## src/rtl/vga_pkg.sv

```systemverilog
`default_nettype none
// ============================================================================
// Module  : vga_pkg
// Brief   : Shared 800x600 timing constants and arbiter state encoding.
// Revision: 1.0 - initial release
// ============================================================================
package vga_pkg;

    localparam int c_hact = 800;
    localparam int c_vact = 600;
    localparam int c_htot = 1056;
    localparam int c_vtot = 628;

    typedef enum logic [1:0] {
        ST_IDLE  = 2'd0,
        ST_WRITE = 2'd1,
        ST_DISP  = 2'd2
    } state_t;

endpackage
`default_nettype wire

```

## src/rtl/rr_arbiter.sv

```systemverilog
`default_nettype none
// ============================================================================
// Module  : rr_arbiter
// Brief   : Combinational round-robin pick: first requester at/after ptr.
// Revision: 1.0 - initial release
// ============================================================================
module rr_arbiter #(
    parameter int N  = 4,
    parameter int PW = (N > 1) ? $clog2(N) : 1
) (
    input  logic [N-1:0]  req,
    input  logic [PW-1:0] ptr,
    output logic [N-1:0]  gnt
);

    logic          w_found;
    logic [PW-1:0] w_idx;

    always_comb begin
        gnt     = '0;
        w_found = 1'b0;
        w_idx   = '0;
        for (int k = 0; k < N; k++) begin
            w_idx = PW'((int'(ptr) + k) % N);
            if (!w_found && req[w_idx]) begin
                gnt[w_idx] = 1'b1;
                w_found    = 1'b1;
            end
        end
    end

endmodule
`default_nettype wire

```

## src/rtl/vga_mem_arbiter.sv

```systemverilog
`default_nettype none
// ============================================================================
// Module  : vga_mem_arbiter
// Brief   : Frame-RAM sharing between display fetch (active area) and
//           round-robin pixel writers (blanking).
// Revision: 1.0 - initial release
// ============================================================================
module vga_mem_arbiter
    import vga_pkg::*;
#(
    parameter int NREQ  = 4,
    parameter int AW    = 19,
    parameter int DW    = 12,
    parameter int HACT  = c_hact,
    parameter int VACT  = c_vact,
    parameter int HTOT  = c_htot,
    parameter int VTOT  = c_vtot,
    parameter int BURST = 16
) (
    input  logic                 clk,
    input  logic                 rst,
    input  logic [10:0]          hcount,
    input  logic [10:0]          vcount,
    input  logic [NREQ-1:0]      req,
    input  logic [NREQ*AW-1:0]   req_addr,
    input  logic [NREQ*DW-1:0]   req_wdata,
    output logic [NREQ-1:0]      gnt,
    output logic                 mem_en,
    output logic                 mem_we,
    output logic [AW-1:0]        mem_addr,
    output logic [DW-1:0]        mem_wdata,
    input  logic [DW-1:0]        mem_rdata,
    output logic [DW-1:0]        pix_rgb,
    output logic                 pix_valid
);

    localparam int              c_pw      = (NREQ > 1) ? $clog2(NREQ) : 1;
    localparam int              c_cw      = $clog2(BURST + 1);
    localparam logic [10:0]     c_hact11  = 11'(HACT);
    localparam logic [10:0]     c_vact11  = 11'(VACT);
    localparam logic [10:0]     c_hlast   = 11'(HTOT - 1);
    localparam logic [10:0]     c_vlast   = 11'(VTOT - 1);
    localparam logic [AW-1:0]   c_hact_aw = AW'(HACT);
    localparam logic [c_pw-1:0] c_plast   = c_pw'(NREQ - 1);
    localparam logic [c_cw-1:0] c_burst   = c_cw'(BURST);

    state_t          r_state;
    logic [NREQ-1:0] r_gnt;
    logic [c_pw-1:0] r_ptr;
    logic [c_cw-1:0] r_cnt;
    logic            r_act_d;
    logic [DW-1:0]   r_pix_rgb;
    logic            r_pix_valid;

    logic            w_active;
    logic            w_nxt_active;
    logic            w_h_last;
    logic [10:0]     w_h_nxt;
    logic [10:0]     w_v_nxt;
    logic [AW-1:0]   w_fetch_addr;
    logic [NREQ-1:0] w_arb_gnt;
    logic [c_pw-1:0] w_gidx;
    logic [AW-1:0]   w_wr_addr;
    logic [DW-1:0]   w_wr_data;
    logic            w_fire;
    logic [c_cw-1:0] w_cnt_nxt;

    assign w_active     = (hcount < c_hact11) && (vcount < c_vact11);
    assign w_h_last     = (hcount == c_hlast);
    assign w_h_nxt      = w_h_last ? 11'd0 : hcount + 11'd1;
    assign w_v_nxt      = !w_h_last ? vcount :
                          ((vcount == c_vlast) ? 11'd0 : vcount + 11'd1);
    assign w_nxt_active = (w_h_nxt < c_hact11) && (w_v_nxt < c_vact11);
    assign w_fetch_addr = AW'(vcount) * c_hact_aw + AW'(hcount);

    assign w_fire    = |(req & r_gnt);
    assign w_cnt_nxt = r_cnt + c_cw'(w_fire);

    rr_arbiter #(
        .N  (NREQ),
        .PW (c_pw)
    ) u_rr_arbiter (
        .req (req),
        .ptr (r_ptr),
        .gnt (w_arb_gnt)
    );

    // Grant is one-hot, so an OR-reduce over the granted slice is the mux.
    always_comb begin
        w_gidx    = '0;
        w_wr_addr = '0;
        w_wr_data = '0;
        for (int i = 0; i < NREQ; i++) begin
            if (r_gnt[i]) begin
                w_gidx    = w_gidx | c_pw'(i);
                w_wr_addr = w_wr_addr | req_addr[i*AW +: AW];
                w_wr_data = w_wr_data | req_wdata[i*DW +: DW];
            end
        end
    end

    always_ff @(posedge clk) begin
        if (!rst) begin
            r_state <= ST_IDLE;
            r_gnt   <= '0;
            r_ptr   <= '0;
            r_cnt   <= '0;
        end else begin
            case (r_state)
                ST_IDLE: begin
                    if (w_nxt_active) begin
                        r_state <= ST_DISP;
                    end else if (|req) begin
                        r_state <= ST_WRITE;
                        r_gnt   <= w_arb_gnt;
                        r_cnt   <= '0;
                    end
                end
                ST_WRITE: begin
                    r_cnt <= w_cnt_nxt;
                    // Release one cycle ahead of the active area so the
                    // fetch never shares a cycle with a write.
                    if (w_nxt_active || !w_fire || (w_cnt_nxt == c_burst)) begin
                        r_state <= ST_IDLE;
                        r_gnt   <= '0;
                        r_ptr   <= (w_gidx == c_plast) ? '0 : w_gidx + 1'b1;
                    end
                end
                ST_DISP: begin
                    if (!w_nxt_active) begin
                        r_state <= ST_IDLE;
                    end
                end
                default: begin
                    r_state <= ST_IDLE;
                    r_gnt   <= '0;
                end
            endcase
        end
    end

    // pix_rgb lags mem_rdata by one register stage.
    always_ff @(posedge clk) begin
        if (!rst) begin
            r_act_d     <= 1'b0;
            r_pix_rgb   <= '0;
            r_pix_valid <= 1'b0;
        end else begin
            r_act_d     <= w_active;
            r_pix_rgb   <= r_act_d ? mem_rdata : '0;
            r_pix_valid <= r_act_d;
        end
    end

    // Reset blocks both the fetch and any in-flight write in the same cycle.
    always_comb begin
        mem_en    = 1'b0;
        mem_we    = 1'b0;
        mem_addr  = '0;
        mem_wdata = '0;
        if (rst) begin
            if (w_active) begin
                mem_en   = 1'b1;
                mem_addr = w_fetch_addr;
            end else if (w_fire) begin
                mem_en    = 1'b1;
                mem_we    = 1'b1;
                mem_addr  = w_wr_addr;
                mem_wdata = w_wr_data;
            end
        end
    end

    assign gnt       = r_gnt & {NREQ{rst}};
    assign pix_rgb   = r_pix_rgb;
    assign pix_valid = r_pix_valid;

endmodule
`default_nettype wire

```

## config.mk

```make
export PLATFORM = sky130hd
export DESIGN_NAME = vga_mem_arbiter
export DESIGN_NICKNAME = d
export VERILOG_FILES = /design/src/rtl/vga_pkg.sv /design/src/rtl/rr_arbiter.sv /design/src/rtl/vga_mem_arbiter.sv
export SDC_FILE = /design/constraint.sdc
export NUM_CORES = 1
export LEC_CHECK = 0
export CORE_ASPECT_RATIO = 0.75
export CORE_UTILIZATION = 28
export CTS_CLUSTER_SIZE = 25
export DETAILED_ROUTE_END_ITERATION = 8
export PLACE_DENSITY_LB_ADDON = 0.15
export SETUP_SLACK_MARGIN = 0.2
export SLEW_MARGIN = 20
export SYNTH_ARGS = -nofsm -noshare
export SYNTH_HDL_FRONTEND = slang
export SYNTH_SLANG_ARGS = --single-unit
```

## constraint.sdc

```tcl
create_clock -name clk -period 15.8 [get_ports clk]
set_clock_uncertainty 0.2 [all_clocks]
set_input_delay 3.95 -clock clk [delete_from_list [all_inputs] [get_ports clk]]
set_output_delay 3.95 -clock clk [all_outputs]
set_load 0.02 [all_outputs]
```

==> results_dict.tcl, run 1 <==
set metrics [dict create \
    status "completed" \
    numClockSinks 27 \
    synth_top_area_share_pct 16.6 \
    synth_ff_type "dfxtp_1" \
    setup_tns_ns 0 \
    antenna_cells 0 \
    ys_seq_area_share_pct 13.5 \
    root_buffer "clkbuf_16" \
    grt_usage_pct 20.4 \
    path_delay_family "adder cells" \
    numCtsBuffers 3 \
    async_flop_share_pct 0 \
    syn_area_sq_um 3990 \
    endpoint_kind "output port" \
    fillCellCount 1315 \
    avgSynthCellArea_sq_um 7.92 \
    crit_required_ns 11.65 \
    drtIter0Drc 298 \
    crit_type "in2out" \
    synth.most_common_cell "ha_1" \
    yosys-top-cells-area "ha_1, dfxtp_1, a22oi_1" \
    drc 0 \
    start_kind "input pin" \
    max_freq_mhz 80.1 \
    routed_wl_um 15500 \
    clock_path_buffers 2 \
    grt_overflow 0 \
    postSynthCellCount 504 \
    cts_tree "yes" \
    ir_worst_vdd_mv 0.0299 \
    fin_crit_ns 12.49 \
    drive_gt1_share_pct 3.13 \
    synthTopCellsByCount "ha_1, inv_1, nand2_1, a21oi_1, a22oi_1" \
    num_rows 37 \
    fp.dieH_um 105 \
    ant_nets 0 \
    power.density_nw_per_um2 58.7 \
    cts_max_level 1 \
    critPathMaxFanout 7 \
    holdCritPathClass "reg2reg" \
    critPathSlowestCell "clkdlybuf4s50_1" \
    portBuffers 213 \
    path_common_cell "ha_1" \
    start_util_pct 28.9 \
    setup_viol_count_final 0 \
    dp_hpwl_um 12500 \
    routedWlPerCell_um 17.7 \
    gp_congestion 0.893 \
    cpPeakStageDelay_ns 0.64 \
    synth-seq-cells 27 \
    fp.coreArea_sq_um 13800 \
    crit_arrival_ns 8.34 \
    vias_per_cell 5.46 \
    syn-num-nets 728 \
    min_period_over_period_pct 79.0 \
    leakage_nw 2.50 \
    ctsHoldBuffers 0 \
    yosysWarningCount 0 \
    nets 927 \
    crit_buf_inv 2 \
    antenna_found_initial 0 \
    area_growth_pct 59.7 \
    path_cells "clkdlybuf4s50_1, ha_1, ha_1, ha_1, fa_1, ha_1, a2111oi_0, and4b_1, and3_1, and3_1, mux2i_1, o211ai_1, clkdlybuf4s50_1" \
    synth_edf_count 0 \
    drt-pass1-iter-count 4 \
    ios 214 \
    vias 4790 \
    hold_viol_final 0 \
    max_slew_margin_pct 45.0 \
    rsz0062_at_grt "false" \
    clock_latency_ns 0.26 \
    finalMaxSlewViolations 0 \
    cts.clk_slew.worst_paths_ns 0.06 \
    tightest_slew_ns 0.817 \
    die_w_um 140 \
    yosys.area.top_type "ha_1" \
    grt_start_max_net_pins 37 \
    grt_pass1_wl_um 24300 \
    grt_pass1_vias 4697 \
    die-area_sq_um 14800 \
    synth.distinct_cells 65 \
    cts_setup_buffers 0 \
    p_total_mw 0.375 \
    post_cts_resized 0 \
    cap_violations 0 \
]
[cell usage in the layout, fill, tap and decap left out, types with 19 or more instances in the layout]
master	count
nand2_1	33
a22o_1	19
a21oi_1	30
clkdlybuf4s50_1	213
o21ai_0	22
inv_1	37
ha_1	53
a221oi_1	19
a22oi_1	29
dfxtp_1	27
nor2_1	22
[worst register-to-register path, cell delays in order, from the launching register on]
cell,delay (ns)
dfxtp_1,0.31
a22o_1,0.20
a221oi_1,0.63
inv_1,0.19
ha_1,0.25
ha_1,0.23
nand2_1,0.08
nor2_1,0.03
o21ai_0,0.16
o21ai_0,0.12
a31oi_1,0.22
o21a_2,0.25
a32o_2,0.25
a32o_1,0.15
[sequential cells by signal, indices dropped and copies added, names as in the netlist]
register and count:
r_act_d 1, r_state 2, pix_valid 1, r_cnt 5
pix_rgb 12, r_ptr 2, r_gnt 4
[logic make-up after synthesis]
| kind of cell | after synthesis | share of synthesized area (%) |
|---|---|---|
| muxes | 6 | 2.16 |
| adders and majority gates | 60 | 20.1 |
| AOI/OAI and AO/OA | 186 | 33.9 |
| and+or+nand+nor | 137 | 19.0 |
| buffers and inverters | 64 | 6.01 |
| xor gates and xnor gates | 24 | 5.26 |
| DFF | 27 | 13.5 |
[per-layer routing]
metal	GRT usage, %	part of all wire (%)	vias up
li1	-	-	2328
met1	25.8	44	2257
met2	36.3	47	193
met3	4.59	8.0	12
met4	2.28	0.72	0
met5	0	0	-
[final timing paths]
check	endpoint	depth (start not counted)	slack, ns	start
min reg2reg	r_cnt[4]	2	0.33	r_cnt[4]
min	r_cnt[4]	2	0.33	r_cnt[4]
max	mem_addr[18]	13	3.31	vcount[0]
max reg2reg	r_gnt[0]	13	12.46	r_gnt[2]
[power breakdown]
| part | total [mW] | internal [mW] | switching (mW) |
|---|---|---|---|
| clock network | 0.0575 | 0.0345 | 0.0229 |
| registers | 0.0747 | 0.0708 | 0.00390 |
| logic | 0.243 | 0.120 | 0.123 |
[through the flow]
step	instances	hold WS [ns]	worst slack [ns]	utilization [%]	area, sq um
5_1_grt	877	0.373	3.05	46.2	6380
3_3_place_gp	873	0.293	3.46	45.7	6300
2_1_floorplan	504	0.276	4.73	-	3990
3_5_place_dp	873	0.316	3.40	45.7	6300
4_1_cts	877	0.336	3.36	46.2	6380
6_report	877	0.331	3.31	46.2	6380
[cell type report]
type	instances	area [sq um]	area share (%)
Tap cell	175	219	3.43
Timing Repair Buffer	220	2180	34.2
Inverter	38	143	2.24
Multi-Input combinational cell	413	3210	50.4
Clock buffer	4	78.8	1.24
Sequential cell	27	541	8.47
No activity file was read; power rests on OpenSTA's default activity.
==> inputs of run 2 (changes only) <==
==> constraint.sdc (replaced) <==
create_clock -name clk -period 11.4 [get_ports clk]
set_clock_uncertainty 0.2 [all_clocks]
set_input_delay 2.85 -clock clk [delete_from_list [all_inputs] [get_ports clk]]
set_output_delay 2.85 -clock clk [all_outputs]
set_load 0.02 [all_outputs]
==> results_dict.tcl, run 2 (same netlist as run 1, synthesis figures left out) <==
set metrics [dict create \
    status "completed" \
    ant_nets 0 \
    start_kind "input pin" \
    cts_tree "yes" \
    power.density_nw_per_um2 81.5 \
    mostFrequentLayoutCells "clkdlybuf4s50_1, ha_1, inv_1, nand2_1, a21oi_1" \
    gp_congestion 0.885 \
    fillCellCount 1358 \
    portBuffers 213 \
    path_delay_family "adder cells" \
    grt_overflow 0 \
    start_util_pct 28.9 \
    cpPeakStageDelay_ns 0.59 \
    root_buffer "clkbuf_16" \
    path_cells "clkdlybuf4s50_1, inv_1, ha_1, ha_1, fa_1, ha_1, a21o_1, a211oi_1, o21bai_1, xor2_1, and3_1, and3_1, mux2i_1, o211ai_1, clkdlybuf4s50_1" \
    endpoint_kind "output port" \
    antenna_cells 0 \
    area_growth_pct 59.7 \
    rsz0062_at_grt "false" \
    placed_cells_incl_taps 873 \
    cts_max_level 1 \
    routed_wl_um 15500 \
    fp.coreArea_sq_um 13800 \
    fp.dieH_um 105 \
    post_cts_resized 0 \
    vias_per_cell 5.40 \
    grt_usage_pct 20.4 \
    drt-pass1-iter-count 9 \
    holdCritPathClass "reg2reg" \
    setup_viol_count_final 0 \
    dp_slack_ns 1.20 \
    setup_tns_ns 0 \
    numClockSinks 27 \
    crit_type "in2out" \
    largest_reg_flops 12 \
    critPathSlowestCell "clkdlybuf4s50_1" \
    clock_path_buffers 2 \
    p_switching_mw 0.208 \
    ctsHoldBuffers 0 \
    vias 4735 \
    cap_violations 0 \
    critPathMaxFanout 7 \
    tightest_slew_ns 0.822 \
    crit_required_ns 8.35 \
    die-area_sq_um 14800 \
    path_common_cell "ha_1" \
    min_period_over_period_pct 90.1 \
    grt_pass1_vias 4670 \
    die_w_um 140 \
    nets 927 \
    clock_latency_ns 0.26 \
    ios 214 \
    crit_arrival_ns 7.22 \
    max_freq_mhz 97.3 \
    drive_gt1_share_pct 3.13 \
    clock_power_share_pct 15.3 \
    cts_setup_buffers 0 \
    ir_worst_vdd_mv 0.0524 \
    leakage_nw 2.50 \
    drc 0 \
    fin_ws_ns 1.13 \
    p_sw_share_pct 40.0 \
    num_rows 37 \
    final_common_cell "clkdlybuf4s50_1" \
    fin_crit_ns 10.27 \
    grt_start_max_net_pins 37 \
    max_slew_margin_pct 44.7 \
    antenna_found_initial 0 \
    hold_viol_final 0 \
    cts.clk_slew.worst_paths_ns 0.06 \
    grt_pass1_wl_um 24200 \
    p_int_mw 0.312 \
    routedWlPerCell_um 17.7 \
    pwr-share-comb_pct 64.8 \
    final_cells 877 \
    drtIter0Drc 341 \
    finalMaxSlewViolations 0 \
    crit_buf_inv 3 \
    fin_util_pct 46.2 \
    dp_hpwl_um 12500 \
    p_seq_share_pct 19.9 \
    numCtsBuffers 3 \
]
-- run 2: power groups by stage --
stage | Combinational [mW] | Sequential (mW) | Clock, mW
after CTS | 0.339 | 0.104 | 0.0816
final | 0.337 | 0.104 | 0.0794
after floorplan | 0.205 | 0.103 | 0
after detailed placement | 0.336 | 0.106 | 0
after global routing | 0.370 | 0.104 | 0.0857
after global placement | 0.331 | 0.105 | 0
-- run 2: through the flow --
| stage | hold slack, ns | cell area (sq um) | power, mW |
|---|---|---|---|
| after floorplan | 0.276 | 3990 | 0.308 |
| after global placement | 0.292 | 6300 | 0.436 |
| after detailed placement | 0.300 | 6300 | 0.442 |
| after CTS | 0.309 | 6380 | 0.524 |
| after global routing | 0.336 | 6380 | 0.560 |
| final | 0.310 | 6380 | 0.520 |
-- run 2: worst min-delay path: cells and delay by family (launching register included) --
family | cells | cell delay (ns)
AO/OA/AOI/OAI | 1 | 0.06
AND/OR/NAND/NOR | 1 | 0.06
flip-flops | 1 | 0.34
-- run 2: layout make-up --
cell class                 count  area (sq um)  area share (%)
clock buffer                   4          78.8            1.24
inverter                      38           143            2.24
multi-input combinational    413          3210            50.4
sequential                    27           541            8.47
tap                          175           219            3.43
timing repair buffer         220          2180            34.2
-- run 2: worst paths after layout --
check | start | to | slack, ns | cells past startpoint
worst max-delay path | vcount[3] | mem_addr[18] | 1.13 | 15
worst min-delay path | r_cnt[4] | r_cnt[4] | 0.31 | 2
worst max register to register | r_gnt[2] | r_gnt[1] | 8.10 | 13
worst min register to register | r_cnt[4] | r_cnt[4] | 0.31 | 2
-- run 2: per-layer routing --
metal,routed length [um],part of all wire [%],global-route usage [%],vias up
met4,153,0.99,2.67,0
met3,1140,7.4,4.23,14
met1,7080,46,26.2,2205
met2,7120,46,35.9,190
met5,0,0,0,-
li1,-,-,-,2326
